===== config.mk =====
export PLATFORM = sky130hd
export DESIGN_NAME = imu_euler_sampler_flat
export DESIGN_NICKNAME = d
export VERILOG_FILES = /design/src/rtl/imu_euler_sampler_if.sv /design/src/rtl/imu_euler_sampler.sv /design/src/flat_wrapper.sv
export SDC_FILE = /design/constraint.sdc
export NUM_CORES = 1
export LEC_CHECK = 0
export ABC_AREA = 1
export ABC_CLOCK_PERIOD_IN_PS = 2700
export CORE_AREA = 4 4 107 109
export CTS_CLUSTER_SIZE = 40
export DETAILED_ROUTE_END_ITERATION = 8
export DIE_AREA = 0 0 111 113
export PLACE_DENSITY = 0.79
export SLEW_MARGIN = 10
export SYNTH_ARGS = -nofsm -noshare
export SYNTH_HDL_FRONTEND = slang
export SYNTH_SLANG_ARGS = --single-unit

===== constraint.sdc =====
create_clock -name i_Clk -period 2.7 [get_ports i_Clk]
set_clock_uncertainty 0.2 [all_clocks]
set_input_delay 0.54 -clock i_Clk [delete_from_list [all_inputs] [get_ports i_Clk]]
set_output_delay 0.54 -clock i_Clk [all_outputs]
set_load 0.03 [all_outputs]

===== src/rtl/imu_euler_sampler_if.sv =====
// Byte-level burst bus between the Euler sampler (master) and the IMU bus engine (slave).
interface imu_euler_sampler_if;
  logic       o_Burst_Req;
  logic [7:0] o_Burst_Addr;
  logic [2:0] o_Burst_Len;
  logic       i_Burst_Ack;
  logic       i_Byte_Valid;
  logic [7:0] i_Byte_Data;
  logic       i_Bus_Err;

  modport master (
    output o_Burst_Req, o_Burst_Addr, o_Burst_Len,
    input  i_Burst_Ack, i_Byte_Valid, i_Byte_Data, i_Bus_Err
  );

  modport slave (
    input  o_Burst_Req, o_Burst_Addr, o_Burst_Len,
    output i_Burst_Ack, i_Byte_Valid, i_Byte_Data, i_Bus_Err
  );
endinterface


===== src/rtl/imu_euler_sampler.sv =====
// Periodic six-byte Euler burst reader with commit pulse, staleness and overrun tracking.
// Optional build macro IMU_ANGLE_CLAMP_EN saturates roll to +/-180 deg and pitch to +/-90 deg.
module imu_euler_sampler #(
  parameter int         SAMPLE_PERIOD  = 500000,
  parameter int         TIMEOUT_CYCLES = 50000,
  parameter logic [7:0] BASE_ADDR      = 8'h1A,
  parameter int         STALE_LIMIT    = 3
) (
  input  logic                       i_Clk,
  input  logic                       i_Rst,
  imu_euler_sampler_if.master        io_Bus,
  output logic [15:0]                o_Heading_Raw,
  output logic [15:0]                o_Roll_Raw,
  output logic [15:0]                o_Pitch_Raw,
  output logic                       o_Valid,
  output logic                       o_Stale,
  output logic                       o_Overrun,
  output logic                       o_Busy
);

  localparam int PW = (SAMPLE_PERIOD > 1) ? $clog2(SAMPLE_PERIOD) : 1;
  localparam int TW = (TIMEOUT_CYCLES > 1) ? $clog2(TIMEOUT_CYCLES) : 1;
  localparam int FW = $clog2(STALE_LIMIT + 1);
  localparam logic [PW-1:0] PERIOD_LAST  = PW'(SAMPLE_PERIOD - 1);
  localparam logic [TW-1:0] TIMEOUT_LAST = TW'(TIMEOUT_CYCLES - 1);
  localparam logic [FW-1:0] FAIL_MAX     = FW'(STALE_LIMIT);

  typedef enum logic [2:0] {S_IDLE, S_REQ, S_RECV, S_COMMIT, S_ERR} state_t;

  state_t          r_state;
  logic [PW-1:0]   r_period;
  logic [TW-1:0]   r_timeout;
  logic [FW-1:0]   r_fail;
  logic [2:0]      r_idx;
  logic            r_burst_req;
  logic [7:0]      r_shadow [0:5];

  logic            w_trigger;
  logic [FW-1:0]   w_fail_inc;
  logic [15:0]     w_heading;
  logic [15:0]     w_roll;
  logic [15:0]     w_pitch;
  logic [15:0]     w_roll_out;
  logic [15:0]     w_pitch_out;

  assign io_Bus.o_Burst_Req  = r_burst_req;
  assign io_Bus.o_Burst_Addr = BASE_ADDR;
  assign io_Bus.o_Burst_Len  = 3'd6;

  assign w_trigger  = (r_period == PERIOD_LAST);
  assign w_fail_inc = (r_fail == FAIL_MAX) ? r_fail : r_fail + 1'b1;

  // The sixth byte is taken straight from the bus so outputs update one cycle after it.
  assign w_heading = {r_shadow[1], r_shadow[0]};
  assign w_roll    = {r_shadow[3], r_shadow[2]};
  assign w_pitch   = {io_Bus.i_Byte_Data, r_shadow[4]};

`ifdef IMU_ANGLE_CLAMP_EN
  function automatic logic [15:0] f_sat(input logic signed [15:0] v, input logic signed [15:0] lim);
    if (v > lim)
      return lim;
    else if (v < -lim)
      return -lim;
    return v;
  endfunction

  assign w_roll_out  = f_sat(w_roll, 16'sd2880);
  assign w_pitch_out = f_sat(w_pitch, 16'sd1440);
`else
  assign w_roll_out  = w_roll;
  assign w_pitch_out = w_pitch;
`endif

  always_ff @(posedge i_Clk) begin
    if (i_Rst) begin
      r_state       <= S_IDLE;
      r_period      <= '0;
      r_timeout     <= '0;
      r_fail        <= '0;
      r_idx         <= '0;
      r_burst_req   <= 1'b0;
      o_Heading_Raw <= '0;
      o_Roll_Raw    <= '0;
      o_Pitch_Raw   <= '0;
      o_Valid       <= 1'b0;
      o_Stale       <= 1'b1;
      o_Overrun     <= 1'b0;
      o_Busy        <= 1'b0;
    end else begin
      o_Valid  <= 1'b0;
      r_period <= w_trigger ? '0 : r_period + 1'b1;
      if (w_trigger && r_state != S_IDLE)
        o_Overrun <= 1'b1;

      case (r_state)
        S_IDLE: begin
          if (w_trigger) begin
            r_state     <= S_REQ;
            r_burst_req <= 1'b1;
            r_timeout   <= TIMEOUT_LAST;
            o_Busy      <= 1'b1;
          end
        end

        S_REQ: begin
          if (io_Bus.i_Bus_Err) begin
            r_state     <= S_ERR;
            r_burst_req <= 1'b0;
          end else if (io_Bus.i_Burst_Ack) begin
            r_state     <= S_RECV;
            r_burst_req <= 1'b0;
            r_idx       <= '0;
            r_timeout   <= TIMEOUT_LAST;
          end else if (r_timeout == '0) begin
            r_state     <= S_ERR;
            r_burst_req <= 1'b0;
          end else begin
            r_timeout <= r_timeout - 1'b1;
          end
        end

        S_RECV: begin
          // An error in the same cycle as a byte discards that byte.
          if (io_Bus.i_Bus_Err) begin
            r_state <= S_ERR;
          end else if (io_Bus.i_Byte_Valid) begin
            r_shadow[r_idx] <= io_Bus.i_Byte_Data;
            r_idx           <= r_idx + 3'd1;
            r_timeout       <= TIMEOUT_LAST;
            if (r_idx == 3'd5) begin
              r_state       <= S_COMMIT;
              o_Heading_Raw <= w_heading;
              o_Roll_Raw    <= w_roll_out;
              o_Pitch_Raw   <= w_pitch_out;
              o_Valid       <= 1'b1;
              r_fail        <= '0;
              o_Stale       <= 1'b0;
            end
          end else if (r_timeout == '0) begin
            r_state <= S_ERR;
          end else begin
            r_timeout <= r_timeout - 1'b1;
          end
        end

        S_COMMIT: begin
          r_state <= S_IDLE;
          o_Busy  <= 1'b0;
        end

        S_ERR: begin
          r_fail <= w_fail_inc;
          if (w_fail_inc >= FAIL_MAX)
            o_Stale <= 1'b1;
          r_state <= S_IDLE;
          o_Busy  <= 1'b0;
        end

        default: begin
          r_state     <= S_IDLE;
          r_burst_req <= 1'b0;
          o_Busy      <= 1'b0;
        end
      endcase
    end
  end

endmodule


===== src/flat_wrapper.sv =====
// flat-port wrapper written by rule: the top's interface ports become plain ports
module imu_euler_sampler_flat 
#(
  parameter int         SAMPLE_PERIOD  = 500000,
  parameter int         TIMEOUT_CYCLES = 50000,
  parameter logic [7:0] BASE_ADDR      = 8'h1A,
  parameter int         STALE_LIMIT    = 3
)
  (i_Clk, i_Rst, o_Heading_Raw, o_Roll_Raw, o_Pitch_Raw, o_Valid, o_Stale, o_Overrun, o_Busy, io_Bus_o_Burst_Req, io_Bus_o_Burst_Addr, io_Bus_o_Burst_Len, io_Bus_i_Burst_Ack, io_Bus_i_Byte_Valid, io_Bus_i_Byte_Data, io_Bus_i_Bus_Err);
  imu_euler_sampler_if io_Bus_i ();
  input  logic i_Clk;
  input  logic i_Rst;
  output logic [15:0] o_Heading_Raw;
  output logic [15:0] o_Roll_Raw;
  output logic [15:0] o_Pitch_Raw;
  output logic o_Valid;
  output logic o_Stale;
  output logic o_Overrun;
  output logic o_Busy;
  output wire logic [$bits(io_Bus_i.o_Burst_Req)-1:0] io_Bus_o_Burst_Req;
  output wire logic [$bits(io_Bus_i.o_Burst_Addr)-1:0] io_Bus_o_Burst_Addr;
  output wire logic [$bits(io_Bus_i.o_Burst_Len)-1:0] io_Bus_o_Burst_Len;
  input wire logic [$bits(io_Bus_i.i_Burst_Ack)-1:0] io_Bus_i_Burst_Ack;
  input wire logic [$bits(io_Bus_i.i_Byte_Valid)-1:0] io_Bus_i_Byte_Valid;
  input wire logic [$bits(io_Bus_i.i_Byte_Data)-1:0] io_Bus_i_Byte_Data;
  input wire logic [$bits(io_Bus_i.i_Bus_Err)-1:0] io_Bus_i_Bus_Err;
  assign io_Bus_o_Burst_Req = io_Bus_i.o_Burst_Req;
  assign io_Bus_o_Burst_Addr = io_Bus_i.o_Burst_Addr;
  assign io_Bus_o_Burst_Len = io_Bus_i.o_Burst_Len;
  assign io_Bus_i.i_Burst_Ack = io_Bus_i_Burst_Ack;
  assign io_Bus_i.i_Byte_Valid = io_Bus_i_Byte_Valid;
  assign io_Bus_i.i_Byte_Data = io_Bus_i_Byte_Data;
  assign io_Bus_i.i_Bus_Err = io_Bus_i_Bus_Err;
  imu_euler_sampler #(.SAMPLE_PERIOD(SAMPLE_PERIOD), .TIMEOUT_CYCLES(TIMEOUT_CYCLES), .BASE_ADDR(BASE_ADDR), .STALE_LIMIT(STALE_LIMIT)) u_core (.i_Clk(i_Clk), .i_Rst(i_Rst), .io_Bus(io_Bus_i), .o_Heading_Raw(o_Heading_Raw), .o_Roll_Raw(o_Roll_Raw), .o_Pitch_Raw(o_Pitch_Raw), .o_Valid(o_Valid), .o_Stale(o_Stale), .o_Overrun(o_Overrun), .o_Busy(o_Busy));
endmodule

==> results of run 1 <==
## cells by family (layout without fill, tap and decap cells)
logic type / count (synthesis) / in the layout
and+or+nand+nor: 323 / 323
xor gates and xnor gates: 8 / 8
DFF: 136 / 136
other: 2 / 11
AOI/OAI and AO/OA: 103 / 103
buffers and inverters: 93 / 171
adders and majority gates: 5 / 5
## worst register-to-register path: cells and delay by family, from the launching register on
family	cells	cell delay, ps
buffers and inverters	2	180
adders and majority gates	1	230
DFF	1	370
and+or+nand+nor	9	1130
## area by class of cell
type	instances	area, sq um
fill	821	3560
sequential	136	3120
multi-input combinational	450	2190
timing repair buffer	76	746
clock buffer	22	474
inverter	63	241
tap	140	175
clock inverter	10	91.3
## cells in the final DEF (no fill, tap or decap), types with 3 or more instances in the layout
| cell | n |
|---|---|
| clkdlybuf4s50_1 | 65 |
| nor3_1 | 12 |
| clkinv_2 | 3 |
| edfxtp_1 | 40 |
| inv_6 | 3 |
| inv_2 | 9 |
| xnor2_1 | 4 |
| nand3_2 | 6 |
| dfxtp_1 | 96 |
| ha_1 | 5 |
| a21oi_1 | 25 |
| inv_1 | 53 |
| clkbuf_8 | 3 |
| buf_4 | 10 |
| nor2_4 | 5 |
| nand3_1 | 21 |
| o21ai_0 | 65 |
| nand2_1 | 98 |
| conb_1 | 11 |
| nand4_1 | 6 |
| clkbuf_16 | 17 |
| a21oi_2 | 3 |
| nor2_1 | 151 |
| nor2_2 | 11 |
| xor2_1 | 4 |
## metrics by stage
stage	utilization, %	setup slack, ps
2_1_floorplan	-	228
3_3_place_gp	61.1	184
3_5_place_dp	61.1	59.2
4_1_cts	66.4	371
5_1_grt	66.4	322
6_report	66.4	382
## per-layer routing
layer  GRT usage [%]  up-vias  wire [microns]
met4            8.21        0             221
met3            6.36       24             783
li1                -     2307               -
met5               0        -               0
met1            26.9     2184            5620
met2            35.8      143            6410
## worst max path at each step
| stage | from | to | cells past startpoint | slack (ps) |
|---|---|---|---|---|
| 3_3_place_gp | io_Bus_i_Byte_Valid | u_core.r_shadow[1][4] | 8 | 180 |
| 5_1_grt | o_Roll_Raw[4] | o_Roll_Raw[4] | 1 | 320 |
| 6_report | o_Roll_Raw[4] | o_Roll_Raw[4] | 1 | 380 |
| 3_5_place_dp | io_Bus_i_Byte_Valid | u_core.r_shadow[3][7] | 8 | 60 |
| 2_1_floorplan | io_Bus_i_Byte_Valid | u_core.r_shadow[3][0] | 6 | 230 |
| 4_1_cts | o_Roll_Raw[4] | o_Roll_Raw[4] | 1 | 370 |
## report_power, final
part / switching [mW] / internal, mW / leakage (nW)
Combinational: 1.43 / 0.578 / 1.43
Clock: 0.840 / 1.32 / 0.278
Sequential: 0.101 / 2.20 / 1.13
## sequential cells by signal, indices dropped and copies added (netlist names)
register	cells
u_core.o_Valid	1
u_core.r_period	19
u_core.o_Busy	1
u_core.r_idx	3
u_core.o_Overrun	1
u_core.io_Bus.o_Burst_Req	1
u_core.o_Pitch_Raw	8
o_Pitch_Raw	8
u_core.r_fail	2
u_core.o_Stale	1
u_core.r_shadow	40
o_Heading_Raw	16
u_core.r_timeout	16
u_core.r_state	3
o_Roll_Raw	16
==> metrics.txt, run 1 <==
# TYPE chip_impl_metric gauge
chip_impl_metric{name="hold_slack",unit="ps"} 262
chip_impl_metric{name="routabilityCongestion",unit=""} 0.874
chip_impl_info{name="synth_top_flop_cell",value="dfxtp_1"} 1
chip_impl_metric{name="placeableCoreArea",unit="sq um"} 10600
chip_impl_info{name="path_delay_family",value="buffers and inverters"} 1
chip_impl_metric{name="post_cts_resized",unit=""} 0
chip_impl_metric{name="slew-limit-headroom",unit="%"} 45.6
chip_impl_metric{name="postSynthRegisterBits",unit=""} 136
chip_impl_info{name="clk_root_buf",value="clkbuf_8"} 1
chip_impl_metric{name="final.period_utilization",unit="%"} 85.9
chip_impl_info{name="run_status",value="finished clean"} 1
chip_impl_info{name="worstReg2RegEnd",value="u_core.r_timeout[7]"} 1
chip_impl_metric{name="synth_async_sr_flop_share",unit="%"} 0
chip_impl_metric{name="n_antenna_cell",unit=""} 0
chip_impl_metric{name="total_leakage_power",unit="nW"} 2.84
chip_impl_metric{name="grt_pass1_wl",unit="microns"} 21800
chip_impl_metric{name="grt_use_total",unit="%"} 21.6
chip_impl_metric{name="synth_seq_area_share",unit="%"} 54.7
chip_impl_info{name="timing.critical_path.slowest_stage_cell",value="clkdlybuf4s50_1"} 1
chip_impl_metric{name="timing.reg2reg.worst_path_depth",unit=""} 12
chip_impl_info{name="synth_top_area_cell",value="dfxtp_1"} 1
chip_impl_metric{name="pwr_density_cell",unit="nW/um^2"} 920
chip_impl_metric{name="cp_max_fo",unit=""} 2
chip_impl_info{name="combinational_family_with_the_most_area_after_synthesis",value="simple AND/OR/NAND/NOR gates"} 1
chip_impl_metric{name="drtPass1Iterations",unit=""} 6
chip_impl_metric{name="worst_ep_required",unit="ps"} 1960
chip_impl_metric{name="routed-via-count",unit=""} 4658
chip_impl_metric{name="yosys_cell_types",unit=""} 44
chip_impl_metric{name="effective_utilization_at_floorplan",unit="%"} 53.8
chip_impl_metric{name="vdd_drop_max",unit="V"} 0.000853
chip_impl_metric{name="first_global_vias",unit=""} 4533
chip_impl_metric{name="synth_edf_count",unit=""} 40
chip_impl_metric{name="layout-drive-gt1-share",unit="%"} 11.4
chip_impl_info{name="unrepaired_setup_endpoints_after_global_routing",value="no"} 1
chip_impl_info{name="whs_endpoint",value="u_core.r_period[0]"} 1
chip_impl_metric{name="post_synth_mux_area_share",unit="%"} 0
chip_impl_metric{name="drt_wl_total",unit="microns"} 13000
chip_impl_info{name="r2r_start",value="u_core.r_period[0]"} 1
chip_impl_metric{name="ant_nets",unit=""} 0
chip_impl_metric{name="synthSimpleGateAreaFrac",unit="%"} 25.6
chip_impl_metric{name="postCtsSetupBuffers",unit=""} 0
chip_impl_metric{name="maxCapViolCount",unit=""} 0
chip_impl_metric{name="hold_path_depth",unit=""} 1
chip_impl_metric{name="grt-ovfl-total",unit=""} 0
chip_impl_metric{name="netlist_instances",unit=""} 670
chip_impl_info{name="start_kind",value="flop"} 1
chip_impl_metric{name="path_clk_slew",unit="ps"} 60
chip_impl_metric{name="grt_start_max_net_pins",unit=""} 50
chip_impl_metric{name="finalNetCount",unit=""} 762
chip_impl_metric{name="design_power_total",unit="mW"} 6.48
chip_impl_info{name="synth_most_common_cell",value="nor2_1"} 1
chip_impl_metric{name="placementRows",unit=""} 38
chip_impl_metric{name="critical_path.max_stage_delay",unit="ps"} 690
chip_impl_info{name="path_cells",value="clkdlybuf4s50_1"} 1
chip_impl_metric{name="place.port_buffers",unit=""} 65
chip_impl_metric{name="die_width",unit="microns"} 111
chip_impl_metric{name="r2r_slack",unit="ps"} 510
chip_impl_info{name="setup.worst_path.end_class",value="primary output"} 1
chip_impl_metric{name="die_area",unit="sq um"} 12500
chip_impl_metric{name="clock_path_buffers",unit=""} 2
chip_impl_metric{name="clkLatencyLatePin",unit="ps"} 520
chip_impl_metric{name="final_hold_fails",unit=""} 0
chip_impl_metric{name="finalNonFillerCells",unit=""} 897
chip_impl_metric{name="detail_route.iter0.violations",unit=""} 349
chip_impl_metric{name="synthDominantCellAreaShare",unit="%"} 33.7
chip_impl_metric{name="cts_buffers",unit=""} 17
chip_impl_info{name="worst_hold_path_type",value="flop to flop"} 1
chip_impl_metric{name="synth_compound_area_share",unit="%"} 9.77
chip_impl_metric{name="postCtsHoldBufs",unit=""} 0
chip_impl_metric{name="drc",unit=""} 0
chip_impl_metric{name="antenna_found_initial",unit=""} 0
chip_impl_metric{name="timing_max_transition_violations_final",unit=""} 0
chip_impl_metric{name="syn_area",unit="sq um"} 5710
chip_impl_metric{name="sink_count",unit=""} 136
chip_impl_metric{name="timing.setup.tns",unit="ps"} 0
chip_impl_info{name="cts_tree",value="yes"} 1
chip_impl_metric{name="cts-htree-levels",unit=""} 4
chip_impl_metric{name="setup_viol",unit=""} 0
chip_impl_info{name="hp-start",value="u_core.r_period[0]"} 1
chip_impl_metric{name="avgViaCountPerCell",unit=""} 5.19
chip_impl_metric{name="final_design_area_no_fill",unit="sq um"} 7040
chip_impl_info{name="timing_worst_setup_path_type",value="flop to primary output"} 1
chip_impl_metric{name="timing.critical_path.buf_inv",unit=""} 1
chip_impl_metric{name="avgSynthCellArea",unit="sq um"} 8.52
chip_impl_metric{name="cp.arrival",unit="ps"} 1580
chip_impl_metric{name="dp_hpwl",unit="microns"} 8700
chip_impl_metric{name="synth_xor_area_share",unit="%"} 1.23
chip_impl_metric{name="fp.dieH",unit="microns"} 113
chip_impl_metric{name="final_period_minus_worst_setup_slack",unit="ps"} 2320
chip_impl_metric{name="placed_cells_incl_taps",unit=""} 865
chip_impl_info{name="post_synth_most_frequent_cells",value="151 x nor2_1, 98 x nand2_1, 96 x dfxtp_1"} 1
chip_impl_metric{name="detailed_place.area",unit="sq um"} 6480
chip_impl_info{name="synth_area_leaders",value="dfxtp_1 34%, edfxtp_1 21%, nor2_1 9.9%"} 1
chip_impl_metric{name="achievable-frequency",unit="MHz"} 431
chip_impl_metric{name="yosys_warnings",unit=""} 0
chip_impl_metric{name="route.detailed.wl_per_inst",unit="microns"} 14.5
chip_impl_metric{name="timing_worst_slew_pin_value",unit="ps"} 815
chip_impl_metric{name="syn_to_final_growth",unit="%"} 23.4
chip_impl_metric{name="synthAdderAreaFrac",unit="%"} 1.10
chip_impl_metric{name="pin_count",unit=""} 77
Note: power is estimated with default switching activity, not from simulation.
==> inputs of run 2 (changes only) <==
--- a/config.mk
+++ b/config.mk
@@ -7,10 +7,10 @@
 export LEC_CHECK = 0
 export ABC_AREA = 1
 export ABC_CLOCK_PERIOD_IN_PS = 2700
-export CORE_AREA = 4 4 107 109
+export CORE_AREA = 8 8 111 113
 export CTS_CLUSTER_SIZE = 40
 export DETAILED_ROUTE_END_ITERATION = 8
-export DIE_AREA = 0 0 111 113
+export DIE_AREA = 0 0 119 121
 export PLACE_DENSITY = 0.79
 export SLEW_MARGIN = 10
 export SYNTH_ARGS = -nofsm -noshare
==> run 2 against run 1 <==
  * Clock-buffer cell count is 1 lower
  * Worst hold slack better by 13 ps
  * Wire length is 3.5% higher
  * Global-route usage is 2.2 points lower
  * Sequential share of layout area is 0.13 points lower
  * Critical endpoint is now io_Bus_o_Burst_Req
  * Largest power group unchanged
  * Highest routed layer unchanged
==> metrics.txt, run 2 (synthesized netlist as in run 1, its figures left out) <==
# TYPE chip_impl_metric gauge
chip_impl_metric{name="pwr_density_cell",unit="nW/um^2"} 928
chip_impl_metric{name="setup_viol",unit=""} 0
chip_impl_metric{name="clockPowerShare",unit="%"} 34.9
chip_impl_metric{name="cp_max_fo",unit=""} 2
chip_impl_metric{name="n_antenna_cell",unit=""} 0
chip_impl_metric{name="final_design_area_no_fill",unit="sq um"} 7070
chip_impl_metric{name="drt_wl_total",unit="microns"} 13500
chip_impl_info{name="clk_root_buf",value="clkbuf_8"} 1
chip_impl_metric{name="finalNonFillerCells",unit=""} 897
chip_impl_metric{name="achievable-frequency",unit="MHz"} 425
chip_impl_metric{name="critical_path_cell_count",unit=""} 1
chip_impl_info{name="layout.cells.most_common",value="nor2_1"} 1
chip_impl_info{name="unrepaired_setup_endpoints_after_global_routing",value="no"} 1
chip_impl_info{name="top_regs",value="u_core.r_shadow (40), u_core.r_period (19)"} 1
chip_impl_metric{name="die_width",unit="microns"} 119
chip_impl_metric{name="cts-htree-levels",unit=""} 4
chip_impl_metric{name="slew-limit-headroom",unit="%"} 46.8
chip_impl_metric{name="placeableCoreArea",unit="sq um"} 10600
chip_impl_metric{name="grt_start_max_net_pins",unit=""} 50
chip_impl_metric{name="die_area",unit="sq um"} 14400
chip_impl_metric{name="syn_to_final_growth",unit="%"} 23.8
chip_impl_metric{name="routed-via-count",unit=""} 4675
chip_impl_metric{name="first_global_vias",unit=""} 4689
chip_impl_info{name="path_cells",value="clkdlybuf4s50_1"} 1
chip_impl_info{name="registers.top_by_ff_count",value="u_core.r_shadow"} 1
chip_impl_metric{name="timing_max_transition_violations_final",unit=""} 0
chip_impl_metric{name="p_sw_share",unit="%"} 35.8
chip_impl_metric{name="antenna_found_initial",unit=""} 0
chip_impl_info{name="worst_hold_path_type",value="flop to flop"} 1
chip_impl_info{name="path_delay_family",value="buffers and inverters"} 1
chip_impl_metric{name="comb_power_share",unit="%"} 30.1
chip_impl_metric{name="timing.critical_path.buf_inv",unit=""} 1
chip_impl_metric{name="finish.utilization",unit="%"} 66.6
chip_impl_info{name="run_status",value="finished clean"} 1
chip_impl_metric{name="worst_ep_required",unit="ps"} 1960
chip_impl_metric{name="hold_slack",unit="ps"} 276
chip_impl_metric{name="maxCapViolCount",unit=""} 0
chip_impl_metric{name="path_clk_slew",unit="ps"} 60
chip_impl_metric{name="post_cts_resized",unit=""} 0
chip_impl_metric{name="postCtsSetupBuffers",unit=""} 0
chip_impl_metric{name="largest_reg_flops",unit=""} 40
chip_impl_metric{name="grt-ovfl-total",unit=""} 0
chip_impl_info{name="timing_worst_setup_path_type",value="flop to primary output"} 1
chip_impl_metric{name="total_switching_power",unit="mW"} 2.35
chip_impl_metric{name="cp.arrival",unit="ps"} 1610
chip_impl_metric{name="detail_route.iter0.violations",unit=""} 346
chip_impl_metric{name="fp.dieH",unit="microns"} 121
chip_impl_info{name="crit_path_start",value="u_core.io_Bus.o_Burst_Req"} 1
chip_impl_metric{name="timing.reg2reg.worst_path_depth",unit=""} 12
chip_impl_info{name="start_kind",value="flop"} 1
chip_impl_metric{name="place.port_buffers",unit=""} 65
chip_impl_info{name="cts_tree",value="yes"} 1
chip_impl_metric{name="grt_pass1_wl",unit="microns"} 22500
chip_impl_metric{name="drc",unit=""} 0
chip_impl_metric{name="route.detailed.wl_per_inst",unit="microns"} 15.0
chip_impl_info{name="most-common-layout-cells",value="151 x nor2_1, 98 x nand2_1, 96 x dfxtp_1"} 1
chip_impl_metric{name="effective_utilization_at_floorplan",unit="%"} 53.8
chip_impl_metric{name="grt_use_total",unit="%"} 19.4
chip_impl_metric{name="dpl_worst_slack",unit="ps"} 180
chip_impl_metric{name="vdd_drop_max",unit="V"} 0.000760
chip_impl_info{name="timing.critical_path.slowest_stage_cell",value="clkdlybuf4s50_1"} 1
chip_impl_info{name="r2r_start",value="u_core.r_period[0]"} 1
chip_impl_metric{name="final_period_minus_worst_setup_slack",unit="ps"} 2350
chip_impl_metric{name="sink_count",unit=""} 136
chip_impl_metric{name="ant_nets",unit=""} 0
chip_impl_metric{name="final_hold_fails",unit=""} 0
chip_impl_metric{name="postCtsHoldBufs",unit=""} 0
chip_impl_metric{name="seq_power_share",unit="%"} 35.1
chip_impl_metric{name="cts_buffers",unit=""} 17
chip_impl_metric{name="placed_cells_incl_taps",unit=""} 865
chip_impl_metric{name="layout-drive-gt1-share",unit="%"} 11.2
chip_impl_metric{name="timing_worst_slew_pin_value",unit="ps"} 797
chip_impl_metric{name="finalNetCount",unit=""} 762
chip_impl_metric{name="hold_path_depth",unit=""} 1
chip_impl_metric{name="clock_path_buffers",unit=""} 2
chip_impl_metric{name="clkLatencyLatePin",unit="ps"} 530
chip_impl_metric{name="routabilityCongestion",unit=""} 0.906
chip_impl_info{name="setup.worst_path.end_class",value="primary output"} 1
chip_impl_metric{name="pin_count",unit=""} 77
chip_impl_metric{name="drtPass1Iterations",unit=""} 4
chip_impl_metric{name="postLayoutSetupSlackWorst",unit="ps"} 346
chip_impl_metric{name="final.period_utilization",unit="%"} 87.2
chip_impl_metric{name="timing.setup.tns",unit="ps"} 0
chip_impl_metric{name="avgViaCountPerCell",unit=""} 5.21
chip_impl_metric{name="cellInternalPower",unit="mW"} 4.21
chip_impl_metric{name="placementRows",unit=""} 38
chip_impl_metric{name="dp_hpwl",unit="microns"} 9110
chip_impl_metric{name="total_leakage_power",unit="nW"} 2.84
chip_impl_metric{name="design_power_total",unit="mW"} 6.56
chip_impl_metric{name="detailed_place.area",unit="sq um"} 6480
chip_impl_info{name="hp-start",value="u_core.r_period[0]"} 1
chip_impl_metric{name="critical_path.max_stage_delay",unit="ps"} 710
[run 2: layer usage]
metal	vias up	GRT usage (%)	part of all wire [%]
met2	136	32.8	50
met5	-	0	0
met4	0	8.22	1.4
met3	24	6.24	5.5
li1	2303	-	-
met1	2212	22.3	43
[run 2: layout make-up]
cell class	count	area (sq um)
Multi-Input combinational cell	450	2190
Inverter	63	241
Timing Repair Buffer	76	746
Clock inverter	11	148
Clock buffer	21	439
Sequential cell	136	3120
Tap cell	140	175
Fill cell	838	3540
[run 2: power groups by stage]
stage	Clock (mW)	Combinational, mW	Sequential, mW
final	2.29	1.97	2.30
after global routing	2.39	2.23	2.31
after CTS	2.32	1.97	2.30
after detailed placement	0	1.94	2.34
after global placement	0	1.90	2.34
after floorplan	0	1.57	2.33
[run 2: final timing paths]
kind | endpoint | slack, ps
setup / recovery | io_Bus_o_Burst_Req | 350
hold / removal | u_core.r_period[0] | 280
setup reg to reg | u_core.r_timeout[11] | 530
hold reg to reg | u_core.r_period[0] | 280
==> inputs of run 3 (changes only) <==
--- a/config.mk
+++ b/config.mk
@@ -7,6 +7,7 @@
 export LEC_CHECK = 0
 export ABC_AREA = 1
 export ABC_CLOCK_PERIOD_IN_PS = 2700
+export CAP_MARGIN = 10
 export CORE_AREA = 8 8 111 113
 export CTS_CLUSTER_SIZE = 40
 export DETAILED_ROUTE_END_ITERATION = 8
==> constraint.sdc (replaced) <==
create_clock -name i_Clk -period 2.7 [get_ports i_Clk]
set_clock_uncertainty 0.2 [all_clocks]
set_input_delay 0.54 -clock i_Clk [delete_from_list [all_inputs] [get_ports i_Clk]]
set_output_delay 0.54 -clock i_Clk [all_outputs]
set_load 0.1 [all_outputs]
==> run 3 against run 2 <==
  * Utilization is 1.6 points lower
  * Maximum frequency is 6.3% higher
  * Cell area is 2.4% lower
  * Wire length is 2.9% lower
  * Worst hold slack got worse by 4.4 ps
  * Cell count shrank 0.11%
  * Non-clock buffer count fell by 1
  * Sequential cell count did not move
  * Critical path depth is 11 higher
  * Via count is 1.8% lower
  * Die area is the same
  * Global-route usage decreased by 0.90 points
  * Critical endpoint is now u_core.r_timeout[11]
==> metrics.txt, run 3 (synthesized netlist as in run 1, its figures left out) <==
# TYPE chip_impl_metric gauge
chip_impl_metric{name="die_width",unit="microns"} 119
chip_impl_metric{name="setup_viol",unit=""} 0
chip_impl_metric{name="final.period_utilization",unit="%"} 82.0
chip_impl_metric{name="finalNonFillerCells",unit=""} 896
chip_impl_metric{name="die_area",unit="sq um"} 14400
chip_impl_metric{name="pin_count",unit=""} 77
chip_impl_metric{name="first_global_vias",unit=""} 4419
chip_impl_metric{name="grt_pass1_wl",unit="microns"} 21400
chip_impl_metric{name="ant_nets",unit=""} 0
chip_impl_metric{name="sink_count",unit=""} 136
chip_impl_metric{name="dp_hpwl",unit="microns"} 8950
chip_impl_info{name="top_regs",value="u_core.r_shadow (40), u_core.r_period (19)"} 1
chip_impl_metric{name="clock_path_buffers",unit=""} 2
chip_impl_info{name="hp-start",value="u_core.r_period[18]"} 1
chip_impl_metric{name="grt-ovfl-total",unit=""} 0
chip_impl_metric{name="cp_max_fo",unit=""} 12
chip_impl_info{name="run_status",value="finished clean"} 1
chip_impl_metric{name="n_antenna_cell",unit=""} 0
chip_impl_info{name="registers.top_by_ff_count",value="u_core.r_shadow"} 1
chip_impl_info{name="unrepaired_setup_endpoints_after_global_routing",value="no"} 1
chip_impl_metric{name="effective_utilization_at_floorplan",unit="%"} 53.8
chip_impl_metric{name="layout-drive-gt1-share",unit="%"} 18.4
chip_impl_metric{name="cts_buffers",unit=""} 17
chip_impl_metric{name="placementRows",unit=""} 38
chip_impl_metric{name="route.detailed.wl_per_inst",unit="microns"} 14.6
chip_impl_metric{name="fp.dieH",unit="microns"} 121
chip_impl_metric{name="routabilityCongestion",unit=""} 0.902
chip_impl_info{name="worst_hold_path_type",value="flop to flop"} 1
chip_impl_info{name="most-common-layout-cells",value="151 x nor2_1, 98 x nand2_1, 96 x dfxtp_1"} 1
chip_impl_metric{name="cp.arrival",unit="ps"} 2430
chip_impl_metric{name="postCtsHoldBufs",unit=""} 0
chip_impl_metric{name="place.port_buffers",unit=""} 65
chip_impl_metric{name="largest_reg_flops",unit=""} 40
chip_impl_metric{name="maxCapViolCount",unit=""} 0
chip_impl_info{name="setup.worst_path.end_class",value="flop"} 1
chip_impl_metric{name="avgViaCountPerCell",unit=""} 5.12
chip_impl_metric{name="grt_start_max_net_pins",unit=""} 50
chip_impl_metric{name="total_leakage_power",unit="nW"} 2.93
chip_impl_metric{name="slew-limit-headroom",unit="%"} 46.3
chip_impl_metric{name="r2r_slack",unit="ps"} 490
chip_impl_metric{name="path_clk_slew",unit="ps"} 60
chip_impl_metric{name="drtPass1Iterations",unit=""} 5
chip_impl_info{name="clk_root_buf",value="clkbuf_8"} 1
chip_impl_metric{name="grt_use_total",unit="%"} 18.5
chip_impl_metric{name="final_period_minus_worst_setup_slack",unit="ps"} 2210
chip_impl_metric{name="drc",unit=""} 0
chip_impl_metric{name="cts-htree-levels",unit=""} 4
chip_impl_metric{name="worst_ep_required",unit="ps"} 2920
chip_impl_metric{name="timing.setup.tns",unit="ps"} 0
chip_impl_info{name="crit_path_start",value="u_core.r_period[0]"} 1
chip_impl_metric{name="placeableCoreArea",unit="sq um"} 10600
chip_impl_metric{name="drt_wl_total",unit="microns"} 13100
chip_impl_metric{name="syn_to_final_growth",unit="%"} 20.8
chip_impl_info{name="timing_worst_setup_path_type",value="flop to flop"} 1
chip_impl_info{name="layout.cells.most_common",value="nor2_1"} 1
chip_impl_info{name="cts_tree",value="yes"} 1
chip_impl_info{name="r2r_start",value="u_core.r_period[0]"} 1
chip_impl_metric{name="timing_worst_slew_pin_value",unit="ps"} 804
chip_impl_metric{name="pwr_density_cell",unit="nW/um^2"} 940
chip_impl_metric{name="finalNetCount",unit=""} 761
chip_impl_metric{name="postCtsSetupBuffers",unit=""} 0
chip_impl_metric{name="vdd_drop_max",unit="V"} 0.000709
chip_impl_metric{name="clkLatencyLatePin",unit="ps"} 530
chip_impl_info{name="start_kind",value="flop"} 1
chip_impl_metric{name="placed_cells_incl_taps",unit=""} 864
chip_impl_metric{name="layout.filler_cells",unit=""} 835
chip_impl_metric{name="achievable-frequency",unit="MHz"} 452
chip_impl_metric{name="routed-via-count",unit=""} 4591
chip_impl_metric{name="post_cts_resized",unit=""} 0
chip_impl_metric{name="timing_max_transition_violations_final",unit=""} 0
chip_impl_metric{name="antenna_found_initial",unit=""} 0
chip_impl_metric{name="final_hold_fails",unit=""} 0
chip_impl_metric{name="detail_route.iter0.violations",unit=""} 290
[run 3: changes by cell type in the layout (fill, tap and decap cells not counted), sizes merged]
cell / change
buf: +52
clkdlybuf4s50: -53
clkbuf: +1
bufinv: -2
inv: +1
[run 3: critical path: stages, from the launching register on]
cell and delay [ps]:
dfxtp_1 380, ha_1 230, nand3_2 130, nor2_1 170, nand3_2 140, nand2_4 120
nand2_4 170, nor2_2 170, inv_2 70, nand2_1 150, inv_1 80, nand2_1 60
nor2_1 40
[run 3: where the power goes]
part / leakage, nW / switching [mW] / internal [mW]
clock network: 0.268 / 0.855 / 1.30
logic: 1.53 / 1.45 / 0.574
registers: 1.13 / 0.103 / 2.20
total: 2.93 / 2.41 / 4.07
[run 3: per-layer routing]
metal | vias up | GRT usage [%] | share of wire, %
met5 | - | 0 | 0
met4 | 0 | 7.91 | 1.8
met3 | 23 | 6.28 | 6.1
met2 | 130 | 30.1 | 49
met1 | 2147 | 22.0 | 43
li1 | 2291 | - | -
[run 3: stage by stage]
step | setup slack, ps | cell area, sq um | hold slack, ps | power, mW | utilization [%]
floorplan | 228 | 5740 | 229 | 3.96 | -
finish | 486 | 6900 | 271 | 6.48 | 65.0
detailed placement | 84.8 | 6340 | 257 | 4.33 | 59.8
CTS | 483 | 6900 | 276 | 6.50 | 65.0
global placement | 208 | 6340 | 239 | 4.29 | 59.8
global route | 304 | 6900 | 292 | 6.85 | 65.0
[run 3: area by class of cell]
type / instances / area [sq um] / area share (%)
clock buffers: 22 / 463 / 6.71
clock inverters: 10 / 93.8 / 1.36
inverters: 63 / 241 / 3.50
multi-input cells: 450 / 2190 / 31.8
flip-flops and latches: 136 / 3120 / 45.3
well taps: 140 / 175 / 2.54
repair buffers: 75 / 606 / 8.78
[run 3: worst paths after layout]
path         depth (start not counted)                    to
min                                  2   u_core.r_period[18]
max reg2reg                         12  u_core.r_timeout[11]
min reg2reg                          2   u_core.r_period[18]
max                                 12  u_core.r_timeout[11]
